`config.mk`:
```
export PLATFORM = sky130hd
export DESIGN_NAME = m68k_bus_arbiter
export DESIGN_NICKNAME = d
export VERILOG_FILES = /design/src/rtl/m68k_bus_arbiter.sv
export SDC_FILE = /design/constraint.sdc
export NUM_CORES = 1
export LEC_CHECK = 0
export ABC_AREA = 0
export BUFFER_PORTS_ARGS = -buffer_cell sky130_fd_sc_hd__buf_2
export CAP_MARGIN = 10
export CORE_AREA = 2 2 58 60
export CTS_CLUSTER_DIAMETER = 150
export CTS_CLUSTER_SIZE = 16
export DETAILED_ROUTE_END_ITERATION = 8
export DIE_AREA = 0 0 60 62
export SLEW_MARGIN = 20
export SYNTH_ARGS = -nofsm -noshare
export SYNTH_HDL_FRONTEND = slang
export SYNTH_SLANG_ARGS = --single-unit
```
`constraint.sdc`:
```
create_clock -name PI_CLK -period 1.96 [get_ports PI_CLK]
set_input_delay 0 -clock PI_CLK [delete_from_list [all_inputs] [get_ports PI_CLK]]
set_output_delay 0 -clock PI_CLK [all_outputs]
set_load 0.05 [all_outputs]
```
`src/rtl/m68k_bus_arbiter.sv`:
```
`default_nettype none
// ============================================================================
// Module      : m68k_bus_arbiter
// Description : Bus arbiter between a local bus cycle engine and an external
//               68000-style bus master (BR/BG/BGACK handshake).
//               Runs entirely in the PI_CLK domain; the 7 MHz M68K_CLK and
//               the external handshake lines are synchronised and treated as
//               data.
// Ports       :
//   PI_CLK        in   sole clock, all state changes on its rising edge
//   RST_n         in   asynchronous active-low reset
//   M68K_CLK      in   bus clock, sampled as data (falling edge detected)
//   M68K_BR_n     in   external bus request (async)
//   M68K_BGACK_n  in   external bus grant acknowledge (async)
//   M68K_AS_IN_n  in   sampled bus address strobe (async)
//   LOCAL_REQ     in   local engine request level (PI_CLK domain)
//   LOCAL_DONE    in   one-cycle pulse at end of local bus cycle
//   LOCAL_GNT     out  local engine may start / hold its cycle
//   M68K_BG_n     out  bus grant to the external master
//   BUS_DRIVE_EN  out  high = our AS/DS/RW/FC/address drivers enabled
//   EXT_OWNER     out  high while the external master owns the bus
//   ARB_STATE     out  current arbiter state code
// Revision    : 1.0 - initial release
// ============================================================================
module m68k_bus_arbiter #(
    parameter int SYNC_STAGES = 2,   // synchroniser depth, must be >= 2
    parameter int BG_TIMEOUT  = 16   // M68K_CLK falls allowed without BGACK
) (
    input  logic       PI_CLK,
    input  logic       RST_n,
    input  logic       M68K_CLK,
    input  logic       M68K_BR_n,
    input  logic       M68K_BGACK_n,
    input  logic       M68K_AS_IN_n,
    input  logic       LOCAL_REQ,
    input  logic       LOCAL_DONE,
    output logic       LOCAL_GNT,
    output logic       M68K_BG_n,
    output logic       BUS_DRIVE_EN,
    output logic       EXT_OWNER,
    output logic [2:0] ARB_STATE
);

    // ------------------------------------------------------------------------
    // Constants and state encoding
    // ------------------------------------------------------------------------
    localparam int c_CNT_W = $clog2(BG_TIMEOUT + 1);
    localparam logic [c_CNT_W-1:0] c_TIMEOUT = c_CNT_W'(BG_TIMEOUT);

    // Synchroniser bit order: {BR_n, BGACK_n, AS_IN_n, M68K_CLK}.
    // Reset value leaves the active-low lines inactive and the clock low.
    localparam logic [3:0] c_SYNC_RST = 4'b1110;

    typedef enum logic [2:0] {
        S_IDLE    = 3'd0,
        S_LOCAL   = 3'd1,
        S_PEND    = 3'd2,
        S_GRANTED = 3'd3,
        S_EXT     = 3'd4,
        S_RELEASE = 3'd5
    } state_t;

    // ------------------------------------------------------------------------
    // Input synchronisers
    // ------------------------------------------------------------------------
    logic [SYNC_STAGES-1:0][3:0] r_sync;
    logic                        r_c7m_prev;
    logic [3:0]                  w_async;
    logic [3:0]                  w_sync;
    logic                        w_br_s;
    logic                        w_bgack_s;
    logic                        w_as_s;
    logic                        w_c7m_s;
    logic                        w_c7m_fall;

    assign w_async = {M68K_BR_n, M68K_BGACK_n, M68K_AS_IN_n, M68K_CLK};

    always_ff @(posedge PI_CLK or negedge RST_n) begin
        if (!RST_n) begin
            r_sync     <= {SYNC_STAGES{c_SYNC_RST}};
            r_c7m_prev <= 1'b0;
        end else begin
            r_sync     <= {r_sync[SYNC_STAGES-2:0], w_async};
            r_c7m_prev <= w_c7m_s;
        end
    end

    assign w_sync     = r_sync[SYNC_STAGES-1];
    assign w_br_s     = w_sync[3];
    assign w_bgack_s  = w_sync[2];
    assign w_as_s     = w_sync[1];
    assign w_c7m_s    = w_sync[0];
    // Falling edge of the bus clock as seen after synchronisation
    assign w_c7m_fall = r_c7m_prev & ~w_c7m_s;

    // ------------------------------------------------------------------------
    // Arbiter state machine with registered outputs
    // ------------------------------------------------------------------------
    state_t               r_state;
    logic                 r_gnt;
    logic                 r_bg_n;
    logic                 r_drive;
    logic                 r_ext;
    // Set when an external tenure ends; forces the next arbitration in IDLE
    // to favour a waiting local request so back-to-back external tenures
    // cannot starve the local engine.
    logic                 r_fair;
    logic [c_CNT_W-1:0]   r_bg_cnt;
    logic [c_CNT_W-1:0]   w_cnt_next;

    // Saturating increment of the grant-without-acknowledge counter
    assign w_cnt_next = (r_bg_cnt == c_TIMEOUT) ? r_bg_cnt : r_bg_cnt + 1'b1;

    always_ff @(posedge PI_CLK or negedge RST_n) begin
        if (!RST_n) begin
            r_state  <= S_IDLE;
            r_gnt    <= 1'b0;
            r_bg_n   <= 1'b1;
            r_drive  <= 1'b1;
            r_ext    <= 1'b0;
            r_fair   <= 1'b0;
            r_bg_cnt <= '0;
        end else begin
            case (r_state)
                S_IDLE: begin
                    r_gnt  <= 1'b0;
                    r_bg_n <= 1'b1;
                    r_drive <= 1'b1;
                    r_ext  <= 1'b0;
                    if (!LOCAL_REQ) begin
                        r_fair <= 1'b0;
                    end
                    // Local wins only if no synchronised BR is pending, or
                    // if the previous owner was external (fairness). On a
                    // tie with fair clear the external request wins.
                    if (LOCAL_REQ && (w_br_s || r_fair)) begin
                        r_state <= S_LOCAL;
                        r_gnt   <= 1'b1;
                        r_fair  <= 1'b0;
                    end else if (!w_br_s) begin
                        r_state <= S_PEND;
                    end
                end

                S_LOCAL: begin
                    // A local cycle always runs to completion; a BR that
                    // arrives meanwhile is serviced afterwards.
                    if (LOCAL_DONE) begin
                        r_gnt   <= 1'b0;
                        r_state <= w_br_s ? S_IDLE : S_PEND;
                    end
                end

                S_PEND: begin
                    if (w_br_s) begin
                        // Request withdrawn before grant was issued
                        r_state <= S_IDLE;
                    end else if (w_c7m_fall && w_as_s) begin
                        // Grant only on a bus clock fall with the bus idle
                        r_state  <= S_GRANTED;
                        r_bg_n   <= 1'b0;
                        r_drive  <= 1'b0;
                        r_bg_cnt <= '0;
                    end
                end

                S_GRANTED: begin
                    if (!w_bgack_s) begin
                        r_state <= S_EXT;
                        r_bg_n  <= 1'b1;
                        r_ext   <= 1'b1;
                    end else if (w_c7m_fall) begin
                        r_bg_cnt <= w_cnt_next;
                        if (w_br_s || (w_cnt_next == c_TIMEOUT)) begin
                            // Requester gave up or never acknowledged
                            r_state <= S_IDLE;
                            r_bg_n  <= 1'b1;
                            r_drive <= 1'b1;
                        end
                    end
                end

                S_EXT: begin
                    r_drive <= 1'b0;
                    if (w_bgack_s) begin
                        r_state <= S_RELEASE;
                        r_ext   <= 1'b0;
                    end
                end

                S_RELEASE: begin
                    if (!w_bgack_s) begin
                        // External master re-acknowledged before handover
                        r_state <= S_EXT;
                        r_ext   <= 1'b1;
                    end else if (w_c7m_fall) begin
                        r_state <= S_IDLE;
                        r_drive <= 1'b1;
                        r_fair  <= 1'b1;
                    end
                end

                default: begin
                    // Unused codes recover to a safe idle bus
                    r_state <= S_IDLE;
                    r_gnt   <= 1'b0;
                    r_bg_n  <= 1'b1;
                    r_drive <= 1'b1;
                    r_ext   <= 1'b0;
                end
            endcase
        end
    end

    assign LOCAL_GNT    = r_gnt;
    assign M68K_BG_n    = r_bg_n;
    assign BUS_DRIVE_EN = r_drive;
    assign EXT_OWNER    = r_ext;
    assign ARB_STATE    = r_state;

endmodule
`default_nettype wire

```
## Word-level counts from Yosys, hierarchy flattened

Index checks and enable logic that the tools add are counted.
W data, S select, Z words.

- $add $sub $neg: 1
- Reductions and logical operators: 18
- Eq/ne operators: 23
- Bitwise operators: 6
- Multiplexer cells: 38

Operators with widths:

| kind | number |
|---|---|
| $mux W3 | 11 |
| $mux W5 | 5 |
| $ne A2 B2 Y1 const B | 10 |
| $ne A3 B3 Y1 const B | 6 |
| $pmux W3 S6 | 1 |
| $mux W1 | 14 |
| $eq A5 B5 Y1 const B | 2 |
| $pmux W5 S2 | 1 |
| $reduce_and A5 Y1 | 2 |
| $pmux W1 S3 | 3 |
| $reduce_and A8 Y1 | 1 |
| $reduce_and A7 Y1 | 1 |
| $eq A3 B2 Y1 const B | 2 |
| $eq A3 B3 Y1 const B | 2 |
| $add A5 B1 Y5 const B | 1 |
| $not A1 Y1 | 5 |
| $pmux W1 S5 | 1 |
| $reduce_and A4 Y1 | 1 |
| $reduce_bool A2 Y1 | 2 |
| $reduce_or A2 Y1 | 2 |
| $reduce_or A4 Y1 | 1 |
| $eq A3 B1 Y1 const B | 1 |
| $logic_not A3 Y1 | 1 |
| $reduce_and A3 Y1 | 1 |
| 7 further kinds | 9 |

- Output and inout port bits: 7
- Register bits: 22
- Logic and storage cells: 96

## Depth between registers and ports, before layout

- Depth after elaboration: 8
- Depth in mapped cells: 7

## Least setup slack after synthesis

No wires, ideal clock.

- Path kind: reg-to-reg
- Start point: register r_state[1] (netlist: ARB_STATE[1])
- End point: register r_bg_cnt[4]
- Cell stages (with the launch flop): 7
- Arrival: 1.749 ns
- Setup slack: 0.148 ns
- Period minus slack after synthesis: 1.812 ns
- Path buffers: 1
- Library setup time: 0.063 ns
- Path through: dfrtp_1 > buf_4 > nand2b_1 > or3_1 > a31oi_1 > o21ai_0 > a21bo_2

- Cells in the longest elaborated chain, start to end: 3
- Elaborated cells on any way between the ends: 9
- Classes of those cells: 6 x eq/ne; 1 x mux; 2 x reduce/logical

Ends and longest elaborated chain:

| element | line | source |
|---|---|---|
| from (decl) | 99 | `state_t r_state;` |
| from (signal assigned) | 150 | `r_state <= w_br_s ? S_IDLE : S_PEND;` |
| $eq A3 B2 Y1 | 124 | `case (r_state)` |
| $ne A2 B2 Y1 (no line) or $reduce_bool A2 Y1 (tied branches) | -- |  |
| $reduce_and A5 Y1 (no line) | -- |  |
| to (signal assigned) | 173 | `r_bg_cnt <= w_cnt_next;` |
| to (decl) | 108 | `logic [c_CNT_W-1:0] r_bg_cnt;` |

Several ways; a longest one is shown, not always the timed one.
A chain may end at the register's enable or synchronous reset.

## Worst setup path after layout

- Start point: register r_bg_cnt[0]
- End point: register r_drive (netlist: BUS_DRIVE_EN)

- Cells in the longest elaborated chain, start to end: 6
- Elaborated cells on any way between the ends: 7
- Classes of those cells: 1 x add/sub; 3 x eq/ne; 1 x mux; 2 x reduce/logical

Ends and longest elaborated chain:

| element | line | source |
|---|---|---|
| $add A5 B1 Y5 or $eq A5 B5 Y1 (tied branches) | 112 | `assign w_cnt_next = (r_bg_cnt == c_TIMEOUT) ? r_bg_cnt : r_bg_cnt + 1'b1;` |
| $mux W5 (*) | 112 |  |
| $eq A5 B5 Y1 (*) | 174 | `if (w_br_s \|\| (w_cnt_next == c_TIMEOUT)) begin` |
| $logic_or A1 B1 Y1 (*) | 174 |  |
| $ne A2 B2 Y1 (no line) (*) | -- |  |
| $reduce_and A8 Y1 (no line) (*) | -- |  |
| to (signal assigned) | 178 | `r_drive <= 1'b1;` |
| to (signal assigned) | 184 | `r_drive <= 1'b0;` |
| to (signal assigned) | 198 | `r_drive <= 1'b1;` |
| to (decl) | 102 | `logic r_drive;` |

Mark *: on every way between the ends. The rest lies on a longest branch, timed or not.

==> flow_summary.yaml <==
route:
  drt_pre_antenna_iters: 4
  drt_first_iter_violations: 26
  routed_wirelength_um: 2270
  wl_per_cell_um: 12.1
  num_vias: 938
  detail-route-antenna-nets: 0
  drc: 0
  vias_per_cell: 5.02
clocking:
  clockRootBuffer: "clkbuf_4"
  cts_tree: "yes"
  clock_sinks: 22
  insertion_delay_ps: 310
  clk_pin_slew_worst_paths_ps: 120
  htreeDepth: 1
  cts_buffers: 3
  cts_max_path_buffers: 2
hold_path:
  hp-class: "in2reg"
  min-delay-start: "LOCAL_DONE"
  min_to: "LOCAL_GNT"
  min_path_cells: 4
global_routing:
  grtUsageTotal_pct: 13.1
  grt_pass1_vias: 844
  grt_antenna_before_repair: 0
  grt_max_degree: 23
  grt_pass1_wl_um: 3710
  overflow: 0
setup_path:
  cp.arrival_ps: 2060
  worstReg2RegEnd: "BUS_DRIVE_EN"
  worst_setup_path_end_kind: "flip-flop"
  path_cells: "ha_1 > mux2_2 > a211oi_2 > or3_1 > a21oi_1 > o31a_1"
  worstSetupStartpointType: "flip-flop"
  path_max_fanout: 6
  path_buf_inv: 0
  ff2ff_setup_slack_ps: 140
  path_class: "reg2reg"
  r2r_cells: 6
  critPathSlowestCell: "dfrtp_1"
  startpoint: "r_bg_cnt[0]"
  timing.rr.start: "r_bg_cnt[0]"
  cp_top_family: "compound AO/OA/AOI/OAI gates"
  cpPeakStageDelay_ps: 450
  required_ps: 2200
synth:
  syn_inst: 119
  synth-edff-count: 0
  synth_top_area_share_pct: 29.6
  ys_warn_count: 0
  synth.avg_cell_area_um2: 9.94
  yosys.cell_types.count: 40
  synth_area_leaders: "dfrtp_1, dfstp_2, o21ai_0"
  syn_nets: 129
  ys_ff_latch: 22
  synth_top_area_cell: "dfrtp_1"
  synth_flop_cell: "dfrtp_1"
  netlist_area_mm2: 0.00118
  ys_seq_area_share_pct: 47.4
  async_flop_share_pct: 100
  yosys-top-cells-count: "dfrtp_1, nor2_1, o21ai_0"
floorplan:
  initial_core_util_pct: 37.2
  die-area_mm2: 0.00372
  fp.dieW_um: 60
  fp.coreArea_mm2: 0.00318
  num_io_pins: 15
  rows: 21
  chipHeight_um: 62
sta:
  finClkSkew_ps: 6.35
  fin_ws_ps: 144
  slew_headroom_pct: 69.6
  final_max_slew_viol_count: 0
  hold_viol: 0
  setup_viol: 0
  max_freq_mhz: 551
  final.min_clock_period_ps: 1820
  finalCritPeriodShare_pct: 92.6
  worst_slew_pin_slew_ps: 445
  rsz0062_at_grt: "no"
  finalSetupTns_ps: 0
pwr:
  p_clk_share_pct: 17.4
  p_comb_share_pct: 48.3
  p_leak_uw: 0.000599
  seqPwrFrac_pct: 34.4
  intPower_uw: 1130
  pwr_density_cell_mw_per_mm2: 1390
  vdd.ir_drop.worst_uv: 424
  p_sw_share_pct: 42.4
  p_total_uw: 1970
  p_sw_uw: 836
placed_design:
  place_hpwl_um: 1650
  portBuffers: 14
  place_worst_setup_slack_ps: 175
  gp_congestion: 0.759
  dpl_cell_area_mm2: 0.00131
layout:
  fin_util_pct: 44.5
  syn2layout_area_growth_pct: 19.7
  stdcell_area_mm2: 0.00142
  drive_gt1_share_pct: 27.0
  layout.nets: 152
  antennaDiodeCount: 0
status:
  outcome: "complete, no violations"
flow_run:
  maxCapViolCount: 0
## metrics by stage
step | std cells | hold slack [ps]
final | 187 | 46.9
after global routing | 187 | 116
after CTS | 187 | 48.3
after detailed placement | 178 | -8.21
after global placement | 178 | -12.8
after floorplan | 119 | -296
## worst max-delay path by stage
stage / cells after the start / end
global route: 6 / BUS_DRIVE_EN
finish: 6 / BUS_DRIVE_EN
CTS: 6 / BUS_DRIVE_EN
detailed placement: 6 / BUS_DRIVE_EN
global placement: 6 / BUS_DRIVE_EN
floorplan: 6 / r_bg_cnt[4]
## worst reg2reg max path: stages, from the launching register on
cell and delay (ps):
dfrtp_1 450, ha_1 280, mux2_2 300, a211oi_2 270, or3_1 160, a21oi_1 60, o31a_1 230
## logic make-up after synthesis
group / share of synthesized area [%]
multiplexers: 3.60
adder cells (fa/ha/maj): 2.96
XOR/XNOR: 1.48
AND/OR/NAND/NOR: 19.5
buffers and inverters: 3.28
flip-flops: 47.4
AO/OA/AOI/OAI: 21.8
## layout make-up
| class | instances | area (um2) |
|---|---|---|
| Clock buffer | 3 | 22.5 |
| Clock inverter | 1 | 30.0 |
| Fill cell | 311 | 1760 |
| Inverter | 5 | 18.8 |
| Multi-Input combinational cell | 88 | 583 |
| Sequential cell | 22 | 561 |
| Tap cell | 46 | 57.6 |
| Timing Repair Buffer | 22 | 143 |
## power groups by stage
stage | Combinational [uW] | Clock [uW] | Sequential, uW
floorplan | 570 | 0 | 845
finish | 951 | 342 | 677
CTS | 961 | 354 | 677
global route | 1050 | 382 | 693
detailed placement | 942 | 0 | 685
global placement | 926 | 0 | 679
## flip-flops by register name, indices dropped and copies added, names as in the netlist
register      cells
r_bg_cnt          5
r_sync            4
r_fair            1
w_sync            4
BUS_DRIVE_EN      1
M68K_BG_n         1
LOCAL_GNT         1
r_c7m_prev        1
ARB_STATE         3
EXT_OWNER         1
## per-layer routing
| metal | GRT usage (%) | wire length, um |
|---|---|---|
| met3 | 3.73 | 73 |
| met5 | 0 | 0 |
| met4 | 3.17 | 16 |
| met2 | 20.5 | 1060 |
| met1 | 18.0 | 1130 |
## cell usage in the layout, fill, tap and decap left out, drive strengths merged, types with 2 or more instances in the layout
cell type / synthesis / routed
buf: 2 / 17
dfrtp: 14 / 14
nor2: 14 / 14
o21ai: 12 / 12
dfstp: 8 / 8
a21oi: 7 / 7
nor2b: 6 / 6
inv: 5 / 5
dlygate4sd3: 0 / 5
a21o: 4 / 4
nand2: 3 / 3
nand2b: 3 / 3
nor3: 3 / 3
clkbuf: 2 / 3
a211oi: 3 / 3
nand3: 2 / 2
xnor2: 2 / 2
or3: 2 / 2
a22o: 2 / 2
nand3b: 2 / 2
mux2: 2 / 2
nor3b: 2 / 2
mux2i: 2 / 2
a31oi: 2 / 2
ha: 2 / 2
## timing repair
item | in CTS | in global routing
hold buffers | 5 | 0
hold endpoints to repair | 26 | 0
setup buffers | 0 | 0
resized for setup | 0 | 0
endpoints found under the setup margin | 0 | 0
Power figures use the tool's default switching activity.
